File: src/rtl/lc4_alu_iter.sv
// Multi-cycle LC4 execute-stage ALU: single-cycle ops register on accept, DIV/MOD iterate W cycles.
// Optional macro LC4_ALU_ITER_MUL_EN moves MUL onto a W-cycle shift-add unit instead of a combinational multiplier.
module lc4_alu_iter #(
  parameter int W = 16
) (
  input  logic         clk,
  input  logic         rst,
  input  logic         i_valid,
  output logic         o_ready,
  input  logic [15:0]  i_insn,
  input  logic [W-1:0] i_pc,
  input  logic [W-1:0] i_r1data,
  input  logic [W-1:0] i_r2data,
  output logic         o_valid,
  output logic [W-1:0] o_result
);

`ifdef LC4_ALU_ITER_MUL_EN
  typedef enum logic [1:0] {IDLE, DIV, MUL} state_t;
`else
  typedef enum logic [1:0] {IDLE, DIV} state_t;
`endif

  localparam int CW = $clog2(W) + 1;

  state_t        state;
  logic [W-1:0]  opA, opB, acc;
  logic          wantRem;
  logic [CW-1:0] iterCount;
  logic          lastIter;

  logic [3:0]    opcode;
  logic [W-1:0]  sextImm5, sextImm6, sextImm7, sextImm9, sextImm11, zextImm7;
  logic          isDivMod, startDiv;
  logic [W-1:0]  cmpB, cmpRes, sraRes, mulProd, jsrTarget, aluResult;
  logic          cmpSigned, cmpLt;

  assign opcode    = i_insn[15:12];
  assign sextImm5  = {{(W-5){i_insn[4]}}, i_insn[4:0]};
  assign sextImm6  = {{(W-6){i_insn[5]}}, i_insn[5:0]};
  assign sextImm7  = {{(W-7){i_insn[6]}}, i_insn[6:0]};
  assign sextImm9  = {{(W-9){i_insn[8]}}, i_insn[8:0]};
  assign sextImm11 = {{(W-11){i_insn[10]}}, i_insn[10:0]};
  assign zextImm7  = {{(W-7){1'b0}}, i_insn[6:0]};
  assign jsrTarget = W'({i_pc[15], i_insn[10:0], 4'b0000});
  assign sraRes    = $signed(i_r1data) >>> i_insn[3:0];

  assign isDivMod = (opcode == 4'h1 && i_insn[5:3] == 3'b011) ||
                    (opcode == 4'hA && i_insn[5:4] == 2'b11);
  // A zero divisor completes as a single-cycle op with result 0.
  assign startDiv = isDivMod && (i_r2data != '0);

`ifdef LC4_ALU_ITER_MUL_EN
  logic isMulOp;
  assign isMulOp = (opcode == 4'h1) && (i_insn[5:3] == 3'b001);
  assign mulProd = '0;
`else
  assign mulProd = i_r1data * i_r2data;
`endif

  always_comb begin
    cmpB      = i_r2data;
    cmpSigned = 1'b1;
    case (i_insn[8:7])
      2'b00:   begin cmpB = i_r2data; cmpSigned = 1'b1; end
      2'b01:   begin cmpB = i_r2data; cmpSigned = 1'b0; end
      2'b10:   begin cmpB = sextImm7; cmpSigned = 1'b1; end
      default: begin cmpB = zextImm7; cmpSigned = 1'b0; end
    endcase
  end

  assign cmpLt  = cmpSigned ? ($signed(i_r1data) < $signed(cmpB)) : (i_r1data < cmpB);
  assign cmpRes = (i_r1data == cmpB) ? '0 : (cmpLt ? '1 : W'(1));

  always_comb begin
    aluResult = '0;
    case (opcode)
      4'h0: aluResult = (i_insn[11:9] == 3'b000) ? i_pc : i_pc + W'(1) + sextImm9;
      4'h1: begin
        if (i_insn[5]) aluResult = i_r1data + sextImm5;
        else begin
          case (i_insn[4:3])
            2'b00:   aluResult = i_r1data + i_r2data;
            2'b01:   aluResult = mulProd;
            2'b10:   aluResult = i_r1data - i_r2data;
            default: aluResult = '0;
          endcase
        end
      end
      4'h2: aluResult = cmpRes;
      4'h4: aluResult = i_insn[11] ? jsrTarget : i_r1data;
      4'h5: begin
        if (i_insn[5]) aluResult = i_r1data & sextImm5;
        else begin
          case (i_insn[4:3])
            2'b00:   aluResult = i_r1data & i_r2data;
            2'b01:   aluResult = ~i_r1data;
            2'b10:   aluResult = i_r1data | i_r2data;
            default: aluResult = i_r1data ^ i_r2data;
          endcase
        end
      end
      4'h6, 4'h7: aluResult = i_r1data + sextImm6;
      4'h8: aluResult = i_r1data;
      4'h9: aluResult = sextImm9;
      4'hA: begin
        case (i_insn[5:4])
          2'b00:   aluResult = i_r1data << i_insn[3:0];
          2'b01:   aluResult = sraRes;
          2'b10:   aluResult = i_r1data >> i_insn[3:0];
          default: aluResult = '0;
        endcase
      end
      4'hC: aluResult = i_insn[11] ? i_pc + W'(1) + sextImm11 : i_r1data;
      4'hD: aluResult = (i_r1data & ~W'(16'hFF00)) | (W'(i_insn[7:0]) << 8);
      4'hF: aluResult = W'({8'h80, i_insn[7:0]});
      default: aluResult = '0;
    endcase
  end

  // Restoring step: remainder stays below the divisor, so W-bit wrap-around subtraction is exact.
  logic [W:0]   divShift;
  logic         divGe;
  logic [W-1:0] divRemNext, divQuoNext;
  assign divShift   = {acc, opA[W-1]};
  assign divGe      = divShift >= {1'b0, opB};
  assign divRemNext = divGe ? divShift[W-1:0] - opB : divShift[W-1:0];
  assign divQuoNext = {opA[W-2:0], divGe};

`ifdef LC4_ALU_ITER_MUL_EN
  logic [W-1:0] mulAccNext;
  assign mulAccNext = acc + (opA[0] ? opB : '0);
`endif

  assign lastIter = (iterCount == CW'(W - 1));
  assign o_ready  = (state == IDLE);

  always_ff @(posedge clk) begin
    if (rst) begin
      state     <= IDLE;
      o_valid   <= 1'b0;
      o_result  <= '0;
      opA       <= '0;
      opB       <= '0;
      acc       <= '0;
      wantRem   <= 1'b0;
      iterCount <= '0;
    end else begin
      o_valid <= 1'b0;
      case (state)
        IDLE: begin
          if (i_valid) begin
            iterCount <= '0;
            acc       <= '0;
            opA       <= i_r1data;
            opB       <= i_r2data;
            wantRem   <= (opcode == 4'hA);
            if (startDiv) state <= DIV;
`ifdef LC4_ALU_ITER_MUL_EN
            else if (isMulOp) state <= MUL;
`endif
            else begin
              o_result <= aluResult;
              o_valid  <= 1'b1;
            end
          end
        end
        DIV: begin
          acc       <= divRemNext;
          opA       <= divQuoNext;
          iterCount <= iterCount + CW'(1);
          if (lastIter) begin
            o_result <= wantRem ? divRemNext : divQuoNext;
            o_valid  <= 1'b1;
            state    <= IDLE;
          end
        end
`ifdef LC4_ALU_ITER_MUL_EN
        MUL: begin
          acc       <= mulAccNext;
          opA       <= opA >> 1;
          opB       <= opB << 1;
          iterCount <= iterCount + CW'(1);
          if (lastIter) begin
            o_result <= mulAccNext;
            o_valid  <= 1'b1;
            state    <= IDLE;
          end
        end
`endif
        default: state <= IDLE;
      endcase
    end
  end

endmodule
File: config.mk
export PLATFORM = sky130hd
export DESIGN_NAME = lc4_alu_iter
export DESIGN_NICKNAME = d
export VERILOG_FILES = /design/src/rtl/lc4_alu_iter.sv
export SDC_FILE = /design/constraint.sdc
export NUM_CORES = 1
export LEC_CHECK = 0
export CAP_MARGIN = 20
export CORE_AREA = 5 5 171 173
export DETAILED_ROUTE_END_ITERATION = 10
export DIE_AREA = 0 0 176 178
export PLACE_DENSITY_LB_ADDON = 0.1
export SLEW_MARGIN = 30
export SYNTH_ARGS = -nofsm -noshare
export SYNTH_HDL_FRONTEND = slang
export SYNTH_SLANG_ARGS = --single-unit
File: constraint.sdc
create_clock -name clk -period 8.4 [get_ports clk]
set_clock_uncertainty 0.2 [all_clocks]
set_input_delay 0.84 -clock clk [delete_from_list [all_inputs] [get_ports clk]]
set_output_delay 0.84 -clock clk [all_outputs]
set_load 0.01 [all_outputs]
==> results of run 1 <==
cell usage after synthesis (11+ instances only):
master	count	area share (%)
xnor2_1	94	5.1
ha_1	180	14
mux2i_1	59	3.7
a211oi_1	28	1.3
o21ai_1	15	0.47
and3_1	39	1.5
nand2_1	206	4.8
clkbuf_1	76	1.8
a21o_1	26	1.2
o21ai_0	84	2.6
a22oi_1	13	0.61
nand3_1	39	1.2
buf_1	12	0.28
nor2_1	252	5.9
fa_1	84	10
buf_2	20	0.62
or3_1	12	0.47
o211ai_1	12	0.56
nor3_1	51	1.6
o21a_1	24	1.1
a21oi_1	135	4.2
nand4_1	11	0.43
o2111ai_1	12	0.66
a31oi_1	20	0.78
xor2_1	37	2.0
nor2b_1	21	0.82
mux4_2	38	5.3
a221oi_1	14	0.77
dfxtp_1	72	9.0
inv_1	188	4.4
worst paths after layout:
| kind | start | end | slack [ns] |
|---|---|---|---|
| setup reg to reg | opB[3]$_SDFFE_PP0P_ | o_result[2]$_SDFFE_PP0P_ | 4.43 |
| setup / recovery | i_r1data[4] | o_result[13]$_SDFFE_PP0P_ | 0.86 |
| hold reg to reg | opB[9]$_SDFFE_PP0P_ | opB[9]$_SDFFE_PP0P_ | 0.26 |
| hold / removal | opB[9]$_SDFFE_PP0P_ | opB[9]$_SDFFE_PP0P_ | 0.26 |
stage by stage:
stage / hold slack (ns) / total power, W / cells / area [sq um] / utilization, %
detailed placement: 0.248 / 0.00259 / 2450 / 17100 / 62.2
finish: 0.260 / 0.00307 / 2466 / 17400 / 63.4
global placement: 0.244 / 0.00253 / 2450 / 17100 / 62.2
CTS: 0.257 / 0.00303 / 2466 / 17400 / 63.3
floorplan: 0.236 / 0.00199 / 2090 / 16000 / -
global route: 0.283 / 0.00330 / 2466 / 17400 / 63.4
layer usage:
layer	share of wire, %	GRT usage (%)	vias up
met1	38	50.6	7936
met3	11	8.29	271
met2	44	63.4	1061
met5	0	0	-
li1	-	-	7439
met4	6.6	20.4	0
sequential cells by signal, indices dropped and copies added, names as in the netlist:
signal / cells
opA: 16
wantRem: 1
state: 1
acc: 16
o_valid: 1
o_result: 16
iterCount: 5
opB: 16
layout make-up:
cell class	count	area, sq um
multi-input combinational	1698	13300
fill	2522	10100
sequential	72	1440
timing repair buffer	134	1180
inverter	200	751
tap	346	433
clock buffer	9	225
clock inverter	7	103
worst register-to-register path, delay by kind of cell, from the launching register on:
kind                       cells  cell delay (ns)
buffers and inverters          2             0.44
and+or+nand+nor                2             0.54
muxes                          2             0.76
AOI/OAI and AO/OA              5             1.18
adders and majority gates      1             0.37
DFF                            1             0.35
logic make-up after synthesis:
| logic type | count (synthesis) |
|---|---|
| AO/OA/AOI/OAI | 508 |
| XOR/XNOR | 132 |
| adder cells (fa/ha/maj) | 264 |
| buffers and inverters | 320 |
| flip-flops | 72 |
| multiplexers | 109 |
| AND/OR/NAND/NOR | 685 |
power by group:
group	switching, W	leakage [nW]	total [W]	internal (W)
Sequential	0.0000139	0.589	0.000372	0.000358
Combinational	0.00130	6.90	0.00226	0.000964
Clock	0.000168	0.162	0.000433	0.000265
==> impl_metrics.yaml, run 1 <==
floorplan:
  fp.coreArea_sq_mm: 0.0275
  start_util_pct: 58.3
  ios: 85
  die_h_um: 178
  dieArea_sq_mm: 0.0313
  dieWidth_um: 176
  fp-row-count: 61
clock_tree:
  clockBufferDepth: 2
  cts-resized-gates: 0
  insertion_delay_ns: 0.34
  cts-root-buf: "clkbuf_16"
  cts_tree: "done"
  cts_setup_buffers: 0
  cts.sinks: 72
  htreeDepth: 3
  cts_buffers: 9
  clk_pin_slew_worst_paths_ns: 0.07
  cts-hold-fix-buffers: 0
run_status:
  outcome: "finished clean"
critical_path:
  crit_path_cell_trace: "clkdlybuf4s50_1 -> inv_1 -> nor2_1 -> fa_1 -> fa_1 -> ha_1 -> fa_1 -> inv_1 -> fa_1 -> fa_1 -> inv_1 -> ha_1 -> a21bo_2 -> nand3_1 -> a41oi_1 -> xnor2_1 -> a221oi_1 -> a211oi_1 -> o41ai_1 -> o311ai_1"
  slowest_delay_ns: 1.05
  cp.arrival_ns: 7.54
  path_class: "in -> reg"
  required_ns: 8.40
  cp_max_fo: 12
  critical_path.top_delay_family: "adder cells"
  cp-end-kind: "register"
  slowest_stage: "clkdlybuf4s50_1"
  path_common_cell: "fa_1"
  cp.depth: 20
  rr_worst_depth: 12
  cp-start-kind: "input port"
  critPathBufInv: 4
synthesis:
  ys_seq_area_share_pct: 9.00
  syn_avg_cell_area_sq_um: 7.66
  yosys.area_share.adder_pct: 24.6
  synth-simple-area-share_pct: 19.4
  synth_top_family_by_area: "adder cells"
  synth_flop_cell: "dfxtp_1"
  synth_compound_area_share_pct: 21.6
  synthesis.nets: 2421
  synth_edf_count: 0
  netlist_instances: 2090
  async_flop_share_pct: 0
  synth_warnings: 0
  synth_xor_area_share_pct: 7.30
  synthMuxAreaShare_pct: 9.97
  syn_area_sq_mm: 0.0160
  synthDistinctLibCells: 96
  ys_ff_latch: 72
place:
  hpwl_um: 48600
  portBuffers: 84
  dp_slack_ns: 0.746
  place_congestion: 1.02
final_layout:
  n_antenna_cell: 0
  final_common_cell: "nor2_1"
  mostFrequentLayoutCells: "251 x nor2_1, 206 x nand2_1, 188 x inv_1"
  final_nets: 2446
  area_delta_synth_final_pct: 8.72
  drive_above_1_share_pct: 7.59
sta:
  slew_violations: 0
  final_hold_viol_count: 0
  worst_pin_slew_ns: 1.01
  fin_crit_sh_pct: 89.7
  layout_min_cycle_time_ns: 7.54
  finalSetupViolations: 0
  fmax_mhz: 133
  fin_setup_tns_ns: 0
  rsz0062_at_grt: "no"
  slew_headroom_pct: 31.8
  setup_slack_ns: 0.863
global_route:
  grt_max_degree: 68
  grt_pass1_wl_um: 95400
  first_global_vias: 16100
  overflow: 0
  grtUsageTotal_pct: 39.6
  antenna_found_initial: 1
drt:
  drc: 0
  vias: 16700
  wirelength_um: 63100
  routedWlPerCell_um: 25.6
  first_iter_violations: 2223
  vias_per_cell: 6.77
  ant_nets: 0
  drt_pass1_iterations: 6
min_path:
  min_path_type: "reg -> reg"
  holdPathStages: 2
power:
  leakagePower_nw: 7.65
  p_per_area_mw_per_mm2: 176
  ir_drop_mv: 0.147
run:
  drv_cap: 0
No activity file was read; power rests on OpenSTA's default activity.
==> run 2: changes to the inputs <==
Settings changed: MAX_ROUTING_LAYER set to met4.
==> impl_metrics.yaml, run 2 (same netlist as run 1, synthesis figures left out) <==
run_status:
  outcome: "finished clean"
sta:
  fmax_mhz: 131
  fin_setup_tns_ns: 0
  final_hold_viol_count: 0
  worst_pin_slew_ns: 0.971
  hold_slack_ns: 0.257
  fin_crit_sh_pct: 90.5
  slew_violations: 0
  slew_headroom_pct: 35.1
  finalSetupViolations: 0
  layout_min_cycle_time_ns: 7.60
  rsz0062_at_grt: "no"
drt:
  routedWlPerCell_um: 25.4
  vias_per_cell: 6.79
  first_iter_violations: 2146
  drc: 0
  wl_met3_um: 6780
  vias: 16800
  met2_length_um: 27800
  drt_pass1_iterations: 6
  wirelength_um: 62600
  dr.max_layer_used: "met4"
  wirelength_met1_um: 24000
  ant_nets: 0
final_layout:
  final_common_cell: "nor2_1"
  area_delta_synth_final_pct: 8.45
  final_nets: 2446
  multi_input_area_sq_mm: 0.0133
  regArea_sq_mm: 0.00144
  final_cells: 2467
  drive_above_1_share_pct: 7.50
  n_fill_cell: 2497
  mostFrequentLayoutCells: "252 x nor2_1, 206 x nand2_1, 188 x inv_1"
  final_area_sq_mm: 0.0174
critical_path:
  slowest_stage: "clkdlybuf4s50_1"
  path_common_cell: "fa_1"
  cp-start-kind: "input port"
  crit_path_cell_trace: "clkdlybuf4s50_1 -> inv_1 -> nor2_1 -> fa_1 -> fa_1 -> ha_1 -> fa_1 -> inv_1 -> fa_1 -> fa_1 -> inv_1 -> ha_1 -> a21bo_2 -> nand3_1 -> a41oi_1 -> xnor2_1 -> a221oi_1 -> a211oi_1 -> o41ai_1 -> o311ai_1"
  slowest_delay_ns: 1.06
  path_class: "in -> reg"
  required_ns: 8.40
  cp.arrival_ns: 7.61
  cp-end-kind: "register"
  cp_max_fo: 12
global_route:
  grtUsageTotal_pct: 40.0
  grt_max_degree: 68
  overflow: 0
  antenna_found_initial: 1
  grt_pass1_wl_um: 94000
  first_global_vias: 15900
clock_tree:
  cts-hold-fix-buffers: 0
  cts.sinks: 72
  htreeDepth: 3
  cts_tree: "done"
  cts-root-buf: "clkbuf_16"
  insertion_delay_ns: 0.34
  cts_buffers: 9
  clockBufferDepth: 2
  cts-resized-gates: 0
  cts_setup_buffers: 0
  clk_pin_slew_worst_paths_ns: 0.06
power:
  ir_drop_mv: 0.162
  leakagePower_nw: 7.62
  p_per_area_mw_per_mm2: 172
floorplan:
  die_h_um: 178
  start_util_pct: 58.3
  dieWidth_um: 176
  ios: 85
  fp.coreArea_sq_mm: 0.0275
  dieArea_sq_mm: 0.0313
  fp-row-count: 61
run:
  drv_cap: 0
place:
  place_congestion: 1.07
  hpwl_um: 48200
  dp.cells: 2450
  portBuffers: 84
  dpl_cell_area_sq_mm: 0.0171
min_path:
  min_path_type: "reg -> reg"
## run 2: worst max-delay path, delay by kind of cell
family | cells | cell delay [ns]
fa+ha+maj | 7 | 2.97
compound gates | 6 | 1.87
buf+inv | 4 | 1.49
simple gates | 2 | 0.29
xor+xnor | 1 | 0.12
## run 2: report_power, final
| part | switching, W | internal (W) | total, W |
|---|---|---|---|
| Clock | 0.000160 | 0.000209 | 0.000368 |
| Sequential | 0.0000140 | 0.000358 | 0.000372 |
| Combinational | 0.00129 | 0.000968 | 0.00225 |
## run 2: path summary, 6_finish.rpt
path / startpoint / endpoint / slack [ns] / cells past startpoint
worst max-delay path: i_r1data[4] / o_result[13]$_SDFFE_PP0P_ / 0.80 / 20
worst min register to register: opB[7]$_SDFFE_PP0P_ / opB[7]$_SDFFE_PP0P_ / 0.26 / 2
worst max register to register: opB[3]$_SDFFE_PP0P_ / o_result[2]$_SDFFE_PP0P_ / 4.54 / 12
worst min-delay path: opB[7]$_SDFFE_PP0P_ / opB[7]$_SDFFE_PP0P_ / 0.26 / 2
## run 2: routing by layer
metal  vias to the layer above  global-route usage (%)
li1                       7459                       -
met1                      7939                    50.5
met2                      1098                    62.4
met3                       258                    6.76
met4                         0                    19.8
met5                         -                       -
## run 2: area by class of cell
type | count | area share, %
Multi-Input combinational cell | 1698 | 76.4
Sequential cell | 72 | 8.31
Timing Repair Buffer | 134 | 6.83
Inverter | 200 | 4.32
Tap cell | 346 | 2.49
Clock buffer | 10 | 1.38
Clock inverter | 6 | 0.245
Antenna cell | 1 | 0.0144
## run 2: per-stage QoR
step	setup slack, ns	utilization (%)	power (W)
2_1_floorplan	2.01	-	0.00199
3_3_place_gp	0.737	62.2	0.00253
3_5_place_dp	0.638	62.2	0.00258
4_1_cts	0.987	63.2	0.00295
5_1_grt	0.670	63.2	0.00322
6_report	0.795	63.2	0.00299
